===== src/rtl/muldiv_unit.sv =====
// Iterative multiply/divide unit with HI/LO result registers.
// One shift-add or restoring shift-subtract step per cycle; signed ops run on magnitudes.
module muldiv_unit #(
   parameter int WIDTH = 32
) (
   input  logic             clock,
   input  logic             reset,
   input  logic             start,
   input  logic [1:0]       op,
   input  logic [WIDTH-1:0] a,
   input  logic [WIDTH-1:0] b,
   input  logic             wr_hi,
   input  logic             wr_lo,
   input  logic [WIDTH-1:0] wdata,
   output logic             busy,
   output logic             done,
   output logic             dz,
   output logic [WIDTH-1:0] hi,
   output logic [WIDTH-1:0] lo
);

   localparam int CW = $clog2(WIDTH + 1);

   typedef enum logic {
      S_IDLE = 1'b0,
      S_RUN  = 1'b1
   } state_t;

   state_t             state_q, state_d;
   logic [CW-1:0]      cnt_q, cnt_d;
   logic               is_div_q, is_div_d;
   logic [WIDTH-1:0]   a_q, a_d;
   logic [WIDTH-1:0]   mcand_q, mcand_d;
   logic [2*WIDTH-1:0] acc_q, acc_d;
   logic               neg_q, neg_d;
   logic               rneg_q, rneg_d;
   logic [WIDTH-1:0]   hi_q, hi_d;
   logic [WIDTH-1:0]   lo_q, lo_d;
   logic               done_q, done_d;
   logic               dz_q, dz_d;

   // Operand magnitudes for the accepting edge
   logic               a_neg, b_neg;
   logic [WIDTH-1:0]   a_mag, b_mag;

   assign a_neg = op[0] & a[WIDTH-1];
   assign b_neg = op[0] & b[WIDTH-1];
   assign a_mag = a_neg ? -a : a;
   assign b_mag = b_neg ? -b : b;

   // Multiply: acc = {partial product, remaining multiplier bits}, shifted right each step
   logic [WIDTH:0]     mul_sum;
   logic [2*WIDTH-1:0] mul_next;

   assign mul_sum  = {1'b0, acc_q[2*WIDTH-1:WIDTH]}
                   + (acc_q[0] ? {1'b0, mcand_q} : {(WIDTH+1){1'b0}});
   assign mul_next = {mul_sum, acc_q[WIDTH-1:1]};

   // Divide: acc = {partial remainder, dividend bits / quotient bits}, shifted left each step
   logic [WIDTH:0]     div_shift, div_diff;
   logic [2*WIDTH-1:0] div_next;

   assign div_shift = {acc_q[2*WIDTH-1:WIDTH], acc_q[WIDTH-1]};
   assign div_diff  = div_shift - {1'b0, mcand_q};
   assign div_next  = div_diff[WIDTH]
                    ? {div_shift[WIDTH-1:0], acc_q[WIDTH-2:0], 1'b0}
                    : {div_diff[WIDTH-1:0],  acc_q[WIDTH-2:0], 1'b1};

   logic [2*WIDTH-1:0] acc_step, prod_fix;
   logic [WIDTH-1:0]   quo_fix, rem_fix;

   assign acc_step = is_div_q ? div_next : mul_next;
   assign prod_fix = neg_q  ? -acc_step : acc_step;
   assign quo_fix  = neg_q  ? -acc_step[WIDTH-1:0] : acc_step[WIDTH-1:0];
   assign rem_fix  = rneg_q ? -acc_step[2*WIDTH-1:WIDTH] : acc_step[2*WIDTH-1:WIDTH];

   always_comb begin
      state_d  = state_q;
      cnt_d    = cnt_q;
      is_div_d = is_div_q;
      a_d      = a_q;
      mcand_d  = mcand_q;
      acc_d    = acc_q;
      neg_d    = neg_q;
      rneg_d   = rneg_q;
      hi_d     = hi_q;
      lo_d     = lo_q;
      done_d   = 1'b0;
      dz_d     = 1'b0;
      case (state_q)
         S_IDLE: begin
            if (start) begin
               state_d  = S_RUN;
               cnt_d    = CW'(WIDTH);
               is_div_d = op[1];
               a_d      = a;
               neg_d    = a_neg ^ b_neg;
               rneg_d   = a_neg;
               if (op[1]) begin
                  mcand_d = b_mag;
                  acc_d   = {{WIDTH{1'b0}}, a_mag};
               end else begin
                  mcand_d = a_mag;
                  acc_d   = {{WIDTH{1'b0}}, b_mag};
               end
            end else begin
               if (wr_hi) hi_d = wdata;
               if (wr_lo) lo_d = wdata;
            end
         end
         S_RUN: begin
            acc_d = acc_step;
            cnt_d = cnt_q - CW'(1);
            if (cnt_q == CW'(1)) begin
               state_d = S_IDLE;
               done_d  = 1'b1;
               if (!is_div_q) begin
                  {hi_d, lo_d} = prod_fix;
               end else if (mcand_q == '0) begin
                  // Divide by zero keeps the full latency and returns a fixed pattern
                  dz_d = 1'b1;
                  hi_d = a_q;
                  lo_d = '1;
               end else begin
                  hi_d = rem_fix;
                  lo_d = quo_fix;
               end
            end
         end
         default: state_d = S_IDLE;
      endcase
   end

   always_ff @(posedge clock) begin
      if (reset) begin
         state_q  <= S_IDLE;
         cnt_q    <= '0;
         is_div_q <= 1'b0;
         a_q      <= '0;
         mcand_q  <= '0;
         acc_q    <= '0;
         neg_q    <= 1'b0;
         rneg_q   <= 1'b0;
         hi_q     <= '0;
         lo_q     <= '0;
         done_q   <= 1'b0;
         dz_q     <= 1'b0;
      end else begin
         state_q  <= state_d;
         cnt_q    <= cnt_d;
         is_div_q <= is_div_d;
         a_q      <= a_d;
         mcand_q  <= mcand_d;
         acc_q    <= acc_d;
         neg_q    <= neg_d;
         rneg_q   <= rneg_d;
         hi_q     <= hi_d;
         lo_q     <= lo_d;
         done_q   <= done_d;
         dz_q     <= dz_d;
      end
   end

   assign busy = (state_q == S_RUN);
   assign done = done_q;
   assign dz   = dz_q;
   assign hi   = hi_q;
   assign lo   = lo_q;

endmodule


===== config.mk =====
export PLATFORM = sky130hd
export DESIGN_NAME = muldiv_unit
export DESIGN_NICKNAME = d
export VERILOG_FILES = /design/src/rtl/muldiv_unit.sv
export SDC_FILE = /design/constraint.sdc
export NUM_CORES = 1
export LEC_CHECK = 0
export CAP_MARGIN = 20
export CORE_ASPECT_RATIO = 0.8
export CORE_MARGIN = 2
export CORE_UTILIZATION = 46
export CTS_BUF_LIST = sky130_fd_sc_hd__clkbuf_4 sky130_fd_sc_hd__clkbuf_8
export DETAILED_ROUTE_END_ITERATION = 12
export GPL_TIMING_DRIVEN = 0
export HOLD_SLACK_MARGIN = 0.08
export PLACE_DENSITY_LB_ADDON = 0.12
export RECOVER_POWER = 25
export REMOVE_ABC_BUFFERS = 1
export SLEW_MARGIN = 10
export SYNTH_ARGS = -nofsm -noshare
export SYNTH_HDL_FRONTEND = slang
export SYNTH_SLANG_ARGS = --single-unit

===== constraint.sdc =====
create_clock -name clock -period 11.4 [get_ports clock]
set_input_delay 2.28 -clock clock [delete_from_list [all_inputs] [get_ports clock]]
set_output_delay 2.28 -clock clock [all_outputs]
set_load 0.05 [all_outputs]

==> out/results.md, run 1 <==
| Stage | Metric | Value |
| --- | --- | --- |
| logic synthesis | Main flop type after synthesis | sky130_fd_sc_hd__dfxtp_1 |
| floorplanning | Die outline area | 41800 µm² |
| timing | Final period utilization | 86.1% |
| floorplanning | Top-level I/O count | 170 |
| cts | Total number of clock tree sinks | 204 |
| timing | Final worst setup slack | 1.58 ns |
| cells and area | Post-route core utilization | 54.2% |
| cells and area | Total Nets Final | 2875 |
| logic synthesis | Number of synthesized register bits | 204 |
| drt | Number of DRC violations after detailed routing | 0 |
| drt | Number of search-and-repair iterations in the first detailed-routing pass | 6 |
| grt | Pin count of the biggest net entering global routing | 105 |
| logic synthesis | Number of different library cells in the post-synthesis netlist | 90 |
| placed design | Detailed Place HPWL | 59300 µm |
| run status | Violated checks | max-capacitance violations, max-slew violations |
| grt | Number of global-route vias before repair | 19100 |
| power | LEAKAGE | 8.24 nW |
| placed design | Worst setup slack before clock tree synthesis | 3.36 ns |
| cts | Number of post-CTS setup repair buffers | 0 |
| timing | Setup repair after global routing missed its margin | false |
| setup path | Category of the most critical setup path | in -> reg |
| timing | Aggregate negative setup slack | 0 ns |
| timing | Fin crit period | 9.82 ns |
| logic synthesis | Parity-gate share of the synthesized area counting xor and xnor cells | 7.72% |
| cts | Root buf cell | sky130_fd_sc_hd__clkbuf_8 |
| drt | Count of nets left with antenna violations after detail routing | 0 |
| floorplanning | Starting Density | 46.8% |
| grt | Number of antenna violations at the first check in global routing | 1 |
| job | Max_cap viols | 3 |
| floorplanning | Vert. Die Dim | 183 µm |
| cells and area | Fin area | 21400 µm² |
| grt | Grt total ovfl | 0 |
| placed design | Instance count after placement with tap cells included | 3189 |
| cts | Count of instances resized after the clock tree is built | 0 |
| logic synthesis | Ys Warns | 0 |
| timing | Maximum clock frequency | 102 MHz |
| placed design | Port buffer count | 169 |
| cts | Hold_buf cts | 0 |
| timing | Worst Max-Slew Pin Slew | 5.25 ns |
| logic synthesis | Area share of the largest cell type after synthesis | 22.1% |
| logic synthesis | Async SR Flop Fraction | 0% |
| power | Power density cells | 120 nW/µm² |
| timing | Number of pins with negative max-slew slack in the final report | 249 |
| timing | Relative slew slack | -250% |
| drt | Detailed-route wire length per cell | 23.7 µm |
| drt | Via Count | 21100 |
| logic synthesis | Synth Area in Compound Gates | 29.1% |
| timing | Setup clock skew after layout | 0.0276 ns |
| logic synthesis | Adder-cell share of the synthesized area | 4.95% |
| logic synthesis | Share of synthesized area occupied by flip-flops and latches | 22.1% |
| setup path | Worst-path maximum fanout | 69 |
| grt | Global Route Usage Sum | 35.8% |
| drt | Detailed router's first-iteration violation count | 2864 |
| cts | Clk Latency, worst-skew pair | 0.58 ns |
| floorplanning | Overall die width | 228 µm |
| drt | Final routed wirelength across all metal layers | 77500 µm |
| power | Max rail drop VDD | 0.0858 mV |
| floorplanning | Std-Cell Rows | 65 |
| cells and area | Fraction of layout instances using a drive strength above 1 | 5.57% |
| logic synthesis | Post-Syn Area per Cell | 7.00 µm² |
| cells and area | Post-layout instance count excluding filler cells | 3265 |
| setup path | Critical path data required time | 11.89 ns |
| placed design | Post-Place Cell Area | 20600 µm² |
| hold path | Tightest Hold Check Type | reg -> reg |
| timing | Final count of hold timing violations | 0 |
| cts | Clk slew on worst S/H paths | 0.06 ns |
| run status | Result of the run | finished with violations |
| cts | CTS tree | done |
| logic synthesis | Combinational family with the most area after synthesis | compound AO/OA/AOI/OAI gates |
| grt | Wire length of the first global-routing pass | 117000 µm |
| logic synthesis | Post-synth EDFFs | 0 |
| cts | Depth of the CTS H-tree | 2 |
| logic synthesis | Mux cell area share after synthesis | 3.48% |
| power | Overall Power | 2.57 mW |
| setup path | Endpoint arrival time on the critical path | 10.30 ns |
| cells and area | Growth of design area from synthesis to finish | 15.8% |
| timing | Tightest hold margin | 0.456 ns |
| drt | Via-to-Cell Ratio | 6.45 |
| setup path | Worst setup SP type | primary input |
| logic synthesis | Dominant cells by area after synthesis | sky130_fd_sc_hd__dfxtp_1 22%, sky130_fd_sc_hd__nand2_1 6.7%, sky130_fd_sc_hd__a21oi_1 6.5%, sky130_fd_sc_hd__nor2_1 6.3%, sky130_fd_sc_hd__a211oi_1 4.8% |
| logic synthesis | Yosys top cell by area | sky130_fd_sc_hd__dfxtp_1 |
| timing | Endpoints failing setup | 0 |
| placed design | Routability-driven placement congestion ratio | 0.952 |
| logic synthesis | Number of standard cells after synthesis | 2640 |
| floorplanning | Placeable core region | 39500 µm² |
| logic synthesis | Area share of and/or/nand/nor cells after synthesis | 27.4% |
| logic synthesis | Mapped cell area | 18500 µm² |
| cts | Clock buffers created by TritonCTS | 38 |
| setup path | Setup crit end kind | flop |
| cts | Maximum root-to-sink buffer count | 3 |
cell usage after synthesis (all sizes together) (42+ instances only):
library cell and n:
and3 51, dfxtp 204, xor2 66, nand2 329
mux2i 53, a21oi 239, inv 75, o211ai 42
o21ai 135, nand3 60, clkbuf 144, and2 44
nor2 311, xnor2 97, ha 70, nor3 79
a211oi 121
registers in the layout, indices dropped and copies added, names as in the netlist:
signal    count
a_q          32
done          1
hi           32
is_div_q      1
acc_q        64
rneg_q        1
neg_q         1
lo           32
cnt_q         6
dz            1
mcand_q      32
busy          1
layout by cell type (no fill, tap or decap), drive strengths merged, types with 11 or more instances in the layout:
| cell type | instances |
|---|---|
| a211oi | 121 |
| a21boi | 12 |
| a21o | 24 |
| a21oi | 239 |
| a221oi | 12 |
| a311oi | 34 |
| a31oi | 29 |
| and2 | 44 |
| and3 | 51 |
| buf | 24 |
| clkbuf | 68 |
| clkdlybuf4s50 | 142 |
| dfxtp | 204 |
| dlygate4sd3 | 24 |
| ha | 70 |
| inv | 74 |
| mux2i | 53 |
| nand2 | 329 |
| nand2b | 16 |
| nand3 | 60 |
| nand4 | 39 |
| nor2 | 311 |
| nor2b | 23 |
| nor3 | 79 |
| nor4 | 36 |
| o211ai | 42 |
| o21a | 13 |
| o21ai | 135 |
| o221ai | 13 |
| o22ai | 13 |
| o31ai | 30 |
| or2 | 11 |
| or3 | 27 |
| or4 | 11 |
| xnor2 | 97 |
| xor2 | 66 |
cell families after synthesis:
| kind of cell | Yosys count |
|---|---|
| flip-flops | 204 |
| XOR/XNOR | 163 |
| adder cells (fa/ha/maj) | 72 |
| AND/OR/NAND/NOR | 1073 |
| buffers and inverters | 254 |
| AO/OA/AOI/OAI | 811 |
| multiplexers | 63 |
layout make-up:
cell class | count | area [µm²]
Timing Repair Buffer | 197 | 2090
Tap cell | 536 | 671
Sequential cell | 204 | 4090
Antenna cell | 1 | 2.50
Multi-Input combinational cell | 2182 | 13500
Inverter | 77 | 293
Fill cell | 4002 | 18100
Clock buffer | 61 | 733
Clock inverter | 7 | 60.1
worst max-delay path: stages:
cell and delay (ns):
sky130_fd_sc_hd__clkbuf_1 0.61, sky130_fd_sc_hd__clkbuf_1 1.04, sky130_fd_sc_hd__clkinvlp_2 2.86, sky130_fd_sc_hd__nor2_4 1.73, sky130_fd_sc_hd__clkbuf_1 1.09, sky130_fd_sc_hd__o211ai_1 0.39, sky130_fd_sc_hd__a21oi_1 0.24
worst paths after layout:
path / startpoint / endpoint / slack, ns / depth (start not counted)
setup / recovery: start / mcand_q[24] / 1.58 / 7
hold / removal: a_q[20] / a_q[20] / 0.46 / 2
setup reg to reg: acc_q[31] / hi[8] / 2.71 / 26
hold reg to reg: a_q[20] / a_q[20] / 0.46 / 2
layer usage:
layer  wire (µm)  vias to the layer above  global-route usage, %
li1            -                     9800                      -
met1       35000                    10100                   52.5
met2       31900                     1076                   52.7
met3        8330                      134                   7.11
met4        2190                        0                   10.4
met5           0                        -                      0
where the power goes:
group	internal, mW	leakage (nW)	switching (mW)	total [mW]
sequential	0.764	1.68	0.0631	0.827
clock	0.429	0.432	0.351	0.781
combinational	0.332	6.13	0.628	0.961
total	1.53	8.24	1.04	2.57
(Power assumes the default switching activity.)
==> run 2, diff against run 1 <==
MAX_ROUTING_LAYER = met4   (was not set)
==> run 2 against run 1 <==
Flip-flop and latch count stayed put; worst hold slack about the same; critical path depth grew 17; final cell count shrank 0.18%; largest cell class unchanged; the flow still finishes with violations (max-capacitance violations, max-slew violations); total power rose by 1.2%; largest power group unchanged; register-to-register slack improved by 0.61 ns; critical endpoint is now hi[8].
==> out/results.md, run 2 (synthesized netlist as in run 1, its figures left out) <==
| Stage | Metric | Value | Change |
| --- | --- | --- | --- |
| timing | Setup clock skew after layout | 0.0402 ns | +0.0126 ns |
| setup path | Critical Path Slowest Stage Cell | sky130_fd_sc_hd__a2111oi_4 |  |
| cts | CTS tree | done |  |
| setup path | Critical path depth in cells | 24 | +17 |
| cts | Total number of clock tree sinks | 204 | unchanged |
| setup path | Setup slack, reg-to-reg | 3.32 ns | +0.61 ns |
| timing | Setup repair after global routing missed its margin | false |  |
| hold path | Tightest Hold Check Type | reg -> reg |  |
| setup path | List of cells traversed by the critical path | inv_1 -> ha_1 -> inv_1 -> fa_1 -> a211oi_2 -> nor4_4 -> o21ai_2 -> a2111oi_4 -> nor3_2 -> nor2_1 -> nand2_1 -> inv_1 -> ha_1 -> nand2_1 -> nor2_1 -> nand3_1 -> or2_2 -> nor2_1 -> nand2_1 -> o21ai_0 -> xnor2_1 -> nor2_1 -> o21ai_0 -> a311oi_1 |  |
| floorplanning | Vert. Die Dim | 183 µm | unchanged |
| drt | Number of DRC violations after detailed routing | 0 | unchanged |
| grt | Wire length of the first global-routing pass | 118000 µm | +1.3% |
| cts | Maximum root-to-sink buffer count | 3 | unchanged |
| timing | Final count of hold timing violations | 0 | unchanged |
| power | Clk network pwr share | 31.1% | +0.7 points |
| floorplanning | Std-Cell Rows | 65 | unchanged |
| setup path | Biggest cell delay along the critical path | 0.91 ns | -1.95 ns |
| floorplanning | Top-level I/O count | 170 | unchanged |
| cts | Number of post-CTS setup repair buffers | 0 | unchanged |
| cells and area | Antenna diode count | 0 | -1 |
| drt | Detailed router's first-iteration violation count | 3205 | +12% |
| timing | Number of pins with negative max-slew slack in the final report | 67 | -73% |
| floorplanning | Placeable core region | 39500 µm² | unchanged |
| drt | Number of search-and-repair iterations in the first detailed-routing pass | 8 | +2 |
| setup path | Setup crit end kind | flop |  |
| placed design | Worst setup slack before clock tree synthesis | 3.59 ns | +0.229 ns |
| grt | Grt total ovfl | 0 | unchanged |
| cells and area | Largest register FFs | 64 | unchanged |
| cells and area | Post-layout instance count excluding filler cells | 3259 | -0.18% |
| timing | Endpoints failing setup | 0 | unchanged |
| setup path | Count of buffer and inverter cells on the critical path | 3 | -1 |
| setup path | Capture instance of the worst register-to-register path | hi[8] |  |
| grt | Number of antenna violations at the first check in global routing | 1 | unchanged |
| setup path | Worst setup SP type | flop |  |
| setup path | Setup crit end | hi[8] |  |
| power | LEAKAGE | 8.25 nW | +0.17% |
| setup path | Category of the most critical setup path | reg -> reg |  |
| run status | Violated checks | max-capacitance violations, max-slew violations |  |
| power | Power density cells | 121 nW/µm² | +0.93% |
| grt | Global Route Usage Sum | 37.3% | +1.5 points |
| timing | Final worst setup slack | 3.32 ns | +1.74 ns |
| power | Overall Power | 2.60 mW | +1.2% |
| power | Switching part of the total | 40.5% | -0.047 points |
| placed design | Port buffer count | 169 | unchanged |
| drt | Final routed wirelength across all metal layers | 78100 µm | +0.85% |
| floorplanning | Starting Density | 46.8% | unchanged |
| power | Combinational power share | 37.0% | -0.4 points |
| cells and area | Most common cell after layout, fill and taps aside | sky130_fd_sc_hd__nand2_1 |  |
| timing | Tightest hold margin | 0.456 ns | +0.000331 ns |
| power | Portion of total power attributed to sequential cells | 31.9% | -0.3 points |
| timing | Final period utilization | 70.9% | -15 points |
| run status | Result of the run | finished with violations |  |
| setup path | Worst-path maximum fanout | 8 | -88% |
| drt | Detailed-route wire length per cell | 24.0 µm | +1.0% |
| power | Max rail drop VDD | 0.0891 mV | +3.9% |
| cells and area | Total Nets Final | 2873 | -0.070% |
| floorplanning | Die outline area | 41800 µm² | unchanged |
| job | Max_cap viols | 1 | -2 |
| grt | Number of global-route vias before repair | 19200 | +0.52% |
| cells and area | Filler Cell Count | 3994 | -0.20% |
| setup path | Cells on worst reg2reg path | 24 | -7.7% |
| grt | Pin count of the biggest net entering global routing | 135 | +29% |
| power | Switching power | 1.05 mW | +1.1% |
| setup path | Critical Path Start | acc_q[31] |  |
| setup path | Launching point of the worst reg2reg path | acc_q[31] |  |
| setup path | Endpoint arrival time on the critical path | 8.51 ns | -1.79 ns |
| setup path | Critical path data required time | 11.83 ns | -0.06 ns |
| cts | Count of instances resized after the clock tree is built | 0 | unchanged |
| placed design | Instance count after placement with tap cells included | 3190 | +0.031% |
| drt | Via Count | 21100 | +0.23% |
| cts | Depth of the CTS H-tree | 2 | unchanged |
| cts | Clk Latency, worst-skew pair | 0.60 ns | +0.02 ns |
| timing | Maximum clock frequency | 124 MHz | +21% |
| setup path | Most common cell on crit path | sky130_fd_sc_hd__nor2_1 |  |
| cts | Clock buffers created by TritonCTS | 38 | unchanged |
| timing | Fin crit period | 8.08 ns | -1.74 ns |
| setup path | Top cell family by delay on the critical path | simple AND/OR/NAND/NOR gates |  |
| floorplanning | Overall die width | 228 µm | unchanged |
| drt | Count of nets left with antenna violations after detail routing | 0 | unchanged |
| cells and area | Growth of design area from synthesis to finish | 16.1% |  |
| timing | Worst Max-Slew Pin Slew | 3.63 ns | -1.62 ns |
| cts | Clk slew on worst S/H paths | 0.06 ns | about the same |
| cells and area | Fraction of layout instances using a drive strength above 1 | 5.58% | +0.010 points |
| cts | Hold_buf cts | 0 | unchanged |
| timing | Relative slew slack | -142% | +110 points |
| drt | Via-to-Cell Ratio | 6.48 | +0.42% |
| cts | Root buf cell | sky130_fd_sc_hd__clkbuf_8 |  |
| power | Internal Pwr Total | 1.55 mW | +1.3% |
| cells and area | Highest-count cells in the layout ignoring fill and taps | 327 x sky130_fd_sc_hd__nand2_1, 310 x sky130_fd_sc_hd__nor2_1, 237 x sky130_fd_sc_hd__a21oi_1 |  |
| cells and area | Most flops, register | acc_q |  |
| placed design | Detailed Place HPWL | 59400 µm | +0.19% |
| placed design | Routability-driven placement congestion ratio | 0.967 | +1.6% |
[run 2: cell types whose count changed in the layout (fill, tap and decap cells not counted), moves of 3 or more]
cell | before | now
sky130_fd_sc_hd__buf_4 | 3 | 0
sky130_fd_sc_hd__clkbuf_8 | 44 | 48
sky130_fd_sc_hd__clkdlybuf4s50_1 | 142 | 146
sky130_fd_sc_hd__clkbuf_4 | 17 | 8
sky130_fd_sc_hd__clkbuf_1 | 5 | 1
sky130_fd_sc_hd__dlygate4sd3_1 | 24 | 20
[run 2: metal layers]
layer	global-route usage [%]	part of all wire, %	vias to the layer above
met5	-	0	-
met1	53.4	46	10100
met2	54.0	42	1090
met4	9.62	2.5	0
li1	-	-	9801
met3	6.45	10	141
[run 2: through the flow]
stage          setup TNS [ns]  instance area (µm²)  util (%)
6_report                    0                21500      54.3
5_1_grt                     0                21500      54.3
2_1_floorplan               0                17800         -
4_1_cts                     0                21500      54.3
3_3_place_gp           -64.01                20200      51.0
3_5_place_dp                0                20600      52.2
[run 2: worst register-to-register path, stage by stage, from the launching register on]
cell                        delay, ns
sky130_fd_sc_hd__dfxtp_1         0.59
sky130_fd_sc_hd__inv_1           0.16
sky130_fd_sc_hd__ha_1            0.27
sky130_fd_sc_hd__inv_1           0.09
sky130_fd_sc_hd__fa_1            0.27
sky130_fd_sc_hd__a211oi_2        0.15
sky130_fd_sc_hd__nor4_4          0.42
sky130_fd_sc_hd__o21ai_2         0.22
sky130_fd_sc_hd__a2111oi_4       0.92
sky130_fd_sc_hd__nor3_2          0.32
sky130_fd_sc_hd__nor2_1          0.71
sky130_fd_sc_hd__nand2_1         0.18
sky130_fd_sc_hd__inv_1           0.10
sky130_fd_sc_hd__ha_1            0.16
sky130_fd_sc_hd__nand2_1         0.10
sky130_fd_sc_hd__nor2_1          0.38
sky130_fd_sc_hd__nand3_1         0.36
sky130_fd_sc_hd__or2_2           0.44
sky130_fd_sc_hd__nor2_1          0.75
sky130_fd_sc_hd__nand2_1         0.28
sky130_fd_sc_hd__o21ai_0         0.26
sky130_fd_sc_hd__xnor2_1         0.15
sky130_fd_sc_hd__nor2_1          0.07
sky130_fd_sc_hd__o21ai_0         0.42
sky130_fd_sc_hd__a311oi_1        0.16
[run 2: power by group through the flow]
| stage | Clock, mW | Sequential, mW | Combinational (mW) |
|---|---|---|---|
| 6_report | 0.809 | 0.828 | 0.962 |
| 5_1_grt | 0.840 | 0.832 | 1.04 |
| 4_1_cts | 0.811 | 0.825 | 0.941 |
| 3_5_place_dp | 0 | 0.841 | 0.936 |
| 3_3_place_gp | 0 | 0.859 | 0.902 |
| 2_1_floorplan | 0 | 0.887 | 0.535 |
[run 2: worst min path at each step]
stage,startpoint,endpoint,slack (ns),cells past startpoint
6_report,a_q[20],a_q[20],0.46,2
5_1_grt,a_q[26],a_q[26],0.47,2
4_1_cts,a_q[11],a_q[11],0.45,2
3_5_place_dp,a_q[11],a_q[11],0.45,2
3_3_place_gp,a_q[20],a_q[20],0.44,2
2_1_floorplan,a_q[10],a_q[10],0.43,2
[run 2: layout make-up]
type | instances | area [µm²] | area share [%]
clock buffers | 56 | 721 | 3.36
repair buffers | 195 | 2120 | 9.87
multi-input cells | 2182 | 13500 | 62.8
clock inverters | 9 | 97.6 | 0.455
well taps | 536 | 671 | 3.12
inverters | 77 | 294 | 1.37
flip-flops and latches | 204 | 4090 | 19.1
